`src/rtl/leg_solver.sv`:
```
// ---------------------------------------------------------------------------
// leg_solver
// Recovers the missing leg of a right triangle from its hypotenuse and one
// known leg: leg_b = floor(sqrt(hyp^2 - leg_a^2)).
// A single cycle squares and subtracts. A bit-serial restoring square root
// then resolves one result bit per cycle, MSB first.
//
// Ports
//   clk    : clock, all logic on the rising edge
//   rst_n  : synchronous active-low reset, overrides ena
//   ena    : clock enable, all state (including valid) holds while low
//   start  : request, accepted only in IDLE with ena high
//   hyp    : hypotenuse operand, captured on an accepted start
//   leg_a  : known leg operand, captured on an accepted start
//   leg_b  : recovered leg, updated together with valid
//   valid  : one-cycle pulse when leg_b/err are updated
//   err    : leg_a > hyp for the reported result
//   busy   : high whenever the FSM is not in IDLE
// ---------------------------------------------------------------------------
module leg_solver #(
  parameter int WIDTH = 8
) (
  input  logic             clk,
  input  logic             rst_n,
  input  logic             ena,
  input  logic             start,
  input  logic [WIDTH-1:0] hyp,
  input  logic [WIDTH-1:0] leg_a,
  output logic [WIDTH-1:0] leg_b,
  output logic             valid,
  output logic             err,
  output logic             busy
);

  localparam int KW = (WIDTH > 1) ? $clog2(WIDTH) : 1;

  typedef enum logic [1:0] {IDLE, SQUARE, ROOT, DONE} state_t;

  state_t               state, state_nxt;
  logic [WIDTH-1:0]     h_q, h_d;
  logic [WIDTH-1:0]     a_q, a_d;
  logic [WIDTH-1:0]     r_q, r_d;
  logic [2*WIDTH-1:0]   d_q, d_d;
  logic [KW-1:0]        k_q, k_d;
  logic                 errp_q, errp_d;
  logic [WIDTH-1:0]     leg_b_d;
  logic                 err_d;
  logic                 valid_d;

  logic [WIDTH-1:0]     trial;
  logic [2*WIDTH-1:0]   trial_sq;
  logic [2*WIDTH-1:0]   h_sq;
  logic [2*WIDTH-1:0]   a_sq;

  // Arithmetic helpers. The trial root sets the current bit k on top of
  // the bits already resolved; all squares are full 2*WIDTH wide.
  always_comb begin
    trial    = r_q | (WIDTH'(1) << k_q);
    trial_sq = {{WIDTH{1'b0}}, trial} * {{WIDTH{1'b0}}, trial};
    h_sq     = {{WIDTH{1'b0}}, h_q} * {{WIDTH{1'b0}}, h_q};
    a_sq     = {{WIDTH{1'b0}}, a_q} * {{WIDTH{1'b0}}, a_q};
  end

  assign busy = (state != IDLE);

  // Next-state and next-register logic. Everything defaults to holding;
  // valid defaults low so it is a single pulse once ena allows a step.
  always_comb begin
    state_nxt = state;
    h_d       = h_q;
    a_d       = a_q;
    r_d       = r_q;
    d_d       = d_q;
    k_d       = k_q;
    errp_d    = errp_q;
    leg_b_d   = leg_b;
    err_d     = err;
    valid_d   = 1'b0;

    case (state)
      IDLE: begin
        if (start) begin
          h_d       = hyp;
          a_d       = leg_a;
          state_nxt = SQUARE;
        end
      end

      SQUARE: begin
        r_d = '0;
        if (a_q > h_q) begin
          // Impossible triangle: skip the root entirely.
          errp_d    = 1'b1;
          state_nxt = DONE;
        end else begin
          // a <= h, so the difference cannot underflow.
          errp_d    = 1'b0;
          d_d       = h_sq - a_sq;
          k_d       = KW'(WIDTH - 1);
          state_nxt = ROOT;
        end
      end

      ROOT: begin
        // Keep the trial bit only if its square still fits under D.
        // Always runs all WIDTH iterations for fixed latency.
        if (trial_sq <= d_q) begin
          r_d = trial;
        end
        if (k_q == '0) begin
          state_nxt = DONE;
        end else begin
          k_d = k_q - KW'(1);
        end
      end

      DONE: begin
        leg_b_d   = r_q;
        err_d     = errp_q;
        valid_d   = 1'b1;
        state_nxt = IDLE;
      end

      default: begin
        state_nxt = IDLE;
      end
    endcase
  end

  // State register.
  always_ff @(posedge clk) begin
    if (!rst_n) begin
      state <= IDLE;
    end else if (ena) begin
      state <= state_nxt;
    end
  end

  // Datapath and output registers.
  always_ff @(posedge clk) begin
    if (!rst_n) begin
      h_q    <= '0;
      a_q    <= '0;
      r_q    <= '0;
      d_q    <= '0;
      k_q    <= '0;
      errp_q <= 1'b0;
      leg_b  <= '0;
      err    <= 1'b0;
      valid  <= 1'b0;
    end else if (ena) begin
      h_q    <= h_d;
      a_q    <= a_d;
      r_q    <= r_d;
      d_q    <= d_d;
      k_q    <= k_d;
      errp_q <= errp_d;
      leg_b  <= leg_b_d;
      err    <= err_d;
      valid  <= valid_d;
    end
  end

endmodule

```
`config.mk`:
```
export PLATFORM = sky130hd
export DESIGN_NAME = leg_solver
export DESIGN_NICKNAME = d
export VERILOG_FILES = /design/src/rtl/leg_solver.sv
export SDC_FILE = /design/constraint.sdc
export NUM_CORES = 1
export LEC_CHECK = 0
export BUFFER_PORTS_ARGS = -buffer_cell sky130_fd_sc_hd__buf_2
export CAP_MARGIN = 15
export CORE_ASPECT_RATIO = 1.2
export CORE_MARGIN = 3
export CORE_UTILIZATION = 50
export CTS_BUF_LIST = sky130_fd_sc_hd__clkbuf_4
export CTS_CLUSTER_SIZE = 20
export DETAILED_ROUTE_END_ITERATION = 12
export GPL_TIMING_DRIVEN = 0
export PLACE_DENSITY = 0.76
export SKIP_CTS_REPAIR_TIMING = 1
export SYNTH_ARGS = -nofsm -noshare
export SYNTH_HDL_FRONTEND = slang
export SYNTH_SLANG_ARGS = --single-unit
```
`constraint.sdc`:
```
create_clock -name clk -period 7.2 [get_ports clk]
set_input_delay 1.08 -clock clk [delete_from_list [all_inputs] [get_ports clk]]
set_output_delay 1.08 -clock clk [all_outputs]
set_load 0.005 [all_outputs]
```
==> results.md <==
* Synth Register Bits at 56
* Final WL at approximately 17,000 µm
* Arrival @ worst endpoint at roughly 7.1 ns
* Mux cell area share after synthesis at 0.0225
* Die area at 17,600 µm²
* First-pass GRT wire length at a little under 30,000 µm
* Count of final max-slew check failures at 0
* Maximum achievable frequency at about 150 MHz
* Post-Synth Adder-Cell Area at 0.440
* Synth Instances at 948
* Internal power at around 0.00072 W
* Startpoint Class: register
* Main synth FF type: dfxtp_1
* Clock skew at 0.0148 ns
* Core Region at ~16,000 µm²
* Post-Syn Nets at 1,187
* Net Switching at between 0.0005 and 0.0006 W
* Detailed Routing Iterations Pass 1 at 5
* Total power at between 0.001 and 0.0015 W
* Fin crit share at 0.943
* Detail Route Antenna Nets at 0
* Sequential area share after synthesis at 0.140
* Final hold viol count at 0
* Post-route setup slack at slightly above 0.4 ns
* Clk buf depth at 2
* Clock buffer count from CTS at 5
* Yosys cell types at 58
* # rows at 50
* Wirelength per Cell at approximately 14 µm
* Diode count at 0
* Post-Synth Simple-Gate Area at 0.147
* Post-synthesis compound-gate area fraction at 0.105
* Comb pwr share at 0.577
* Avg Inst Size Synth at between 8 and 9 µm²
* EDFF count, synth at 0
* GP Congestion at around 0.87
* Worst skew pair latency at roughly 0.41 ns
* Final Util at 0.547
* DP Worst Slack at -0.249 ns
* Fillers at about 1,500
* CP max stage delay at about 0.55 ns
* Worst-path fanout max at 10
* PortBufs at 28
* Sw Share at 0.435
* VDD IR max at between 0.1 and 0.15 mV
* Reg power frac at 0.274
* Initial core utilization at 0.512
* Synthesized cell area at approximately 8000 µm²
* GRT Util Overall at 0.208
* Main combinational cell family by area after synthesis: adder cells
* Number of global-route vias before repair at roughly 6,500
* Hpwl dp at around 14,000 µm
* DRT iter0 DRCs at between 200 and 250
* Remaining DRCs at 0
* Hold Path Class: reg -> reg
* Minimum clock period at ~6.8 ns
* CP endpoint kind: register
* Clock share of power at 0.149
* Die height at 145 µm
* Total Nets Final at 1,221
* Congestion Overflow GR at 0
* Slew @ Worst Pin at ~0.68 ns
* Unrepaired setup endpoints after global routing: no
* Largest net degree at the start of global routing at 18
* Max_cap viols at 0
* WS Path Type: reg -> reg
* CTS tree: yes
* Pleak at 4.40 nW
* Vias at roughly 6,200
* Worst EP required at about 7.5 ns
* Power density over cell area at between 100 and 150 nW/µm²
* Outcome: complete, no violations
* Die width at 122 µm
* Synth warn at 0
* Sink Count at between 50 and 60
* Layout area overhead at 6.73%
* Synth Area in XOR/XNOR at 0.0372
* Rel. slew slack at 0.550
* Final setup vio count at 0
* Num ports at 31
* Slowest-stage cell, CP: or4_4
* CTS root buf: clkbuf_4
* Initial antenna violation count at 0
* Vias/cell at ~5.2
* Share of synthesized flip-flops with an asynchronous set or reset at 0
* Layout cells sized above 1 at 0.0621
* Worst-path clk slew at about 0.17 ns
* H-tree Lvls at 2
registers in the layout, summed over array words and instances, names as in the netlist:
name	count
leg_b	8
err	1
h_q	8
valid	1
errp_q	1
k_q	3
d_q	16
a_q	8
r_q	8
state	2
placed cells by master, fill, tap and decap left out, types with 4 or more instances in the layout:
cell      instances
nand2_1         121
buf_2            30
a21oi_1          56
xor2_1           11
o21ai_1           7
clkbuf_4          6
nor3_1           10
clkbuf_1         22
nand4_1           8
nor2b_1           8
a221oi_1          5
and3_1            8
ha_1            114
dfxtp_1          55
a21oi_2           4
a211oi_1          5
nand2b_1          8
nor2_1           62
and2_1            7
inv_1           197
mux2i_1          18
o21ai_0          10
xnor2_1          23
nand3_1          10
a21o_1           14
fa_1            105
or2_2             5
cell usage after synthesis, types with 3 or more instances:
cell type	n	share of area
dfxtp_1	56	0.14
a21o_1	14	0.013
or2_2	5	0.0039
nand3_1	10	0.0062
nand2_1	121	0.057
inv_1	197	0.092
buf_1	3	0.0014
o21ai_1	7	0.0044
nand2b_1	8	0.0062
a221oi_1	5	0.0055
nor2b_1	9	0.0070
o211ai_1	3	0.0028
nor3_1	10	0.0062
and3_1	8	0.0062
a21oi_1	61	0.038
nor2_1	63	0.030
and2_1	7	0.0055
mux2i_1	18	0.022
xnor2_1	23	0.025
xor2_1	11	0.012
nand4_1	8	0.0062
ha_1	114	0.18
o21ai_0	10	0.0062
or3_1	3	0.0023
clkbuf_1	25	0.012
fa_1	105	0.26
a211oi_1	5	0.0047
power by group through the flow:
| stage | clock network [W] | registers, W | logic, W |
|---|---|---|---|
| 2_1_floorplan | 0 | 0.000346 | 0.000567 |
| 3_3_place_gp | 0 | 0.000351 | 0.000715 |
| 3_5_place_dp | 0 | 0.000351 | 0.000729 |
| 4_1_cts | 0.000192 | 0.000345 | 0.000734 |
| 5_1_grt | 0.000202 | 0.000350 | 0.000838 |
| 6_report | 0.000189 | 0.000348 | 0.000733 |
area by class of cell:
class                      instances  area (µm²)  area share
tap                              208         260      0.0304
clock buffer                       6        45.0     0.00527
timing repair buffer              28         140      0.0164
inverter                         198         743      0.0869
sequential                        56        1120       0.131
multi-input combinational        664        6080       0.712
buffer                            29         116      0.0136
clock inverter                     2        38.8     0.00454
metal layers:
metal	part of all wire	up-vias	global-route usage
li1	-	3040	-
met1	0.43	3013	0.267
met2	0.50	119	0.369
met3	0.043	28	0.0260
met4	0.025	0	0.0625
met5	0	-	0
stage by stage:
step	hold slack (ns)	TNS, ns	cells	area, µm²
after global routing	0.490	0	1191	8550
final	0.469	0	1191	8550
after floorplan	0.432	0	948	8010
after detailed placement	0.446	-0.714	1184	8410
after global placement	0.442	-0.132	1184	8410
after CTS	0.471	-0.859	1192	8500
worst paths after layout:
| path | from | to | slack [ns] | cells past startpoint |
|---|---|---|---|---|
| worst max-delay path | k_q[0] | r_q[0] | 0.41 | 26 |
| worst max register to register | k_q[0] | r_q[0] | 0.41 | 26 |
| worst min register to register | leg_b[5] | leg_b[5] | 0.47 | 2 |
| worst min-delay path | leg_b[5] | leg_b[5] | 0.47 | 2 |
critical path: cells and delay by family (launching register included):
family / cells / cell delay [ns]
adders and majority gates: 7 / 2.60
and+or+nand+nor: 7 / 1.80
DFF: 1 / 0.37
xor gates and xnor gates: 1 / 0.15
buffers and inverters: 4 / 0.33
AOI/OAI and AO/OA: 7 / 1.45
kinds of logic after synthesis:
group	after synthesis
AOI/OAI and AO/OA	130
other	1
muxes	18
adders and majority gates	219
DFF	56
xor gates and xnor gates	34
buffers and inverters	228
and+or+nand+nor	262
(Power assumes the default switching activity.)
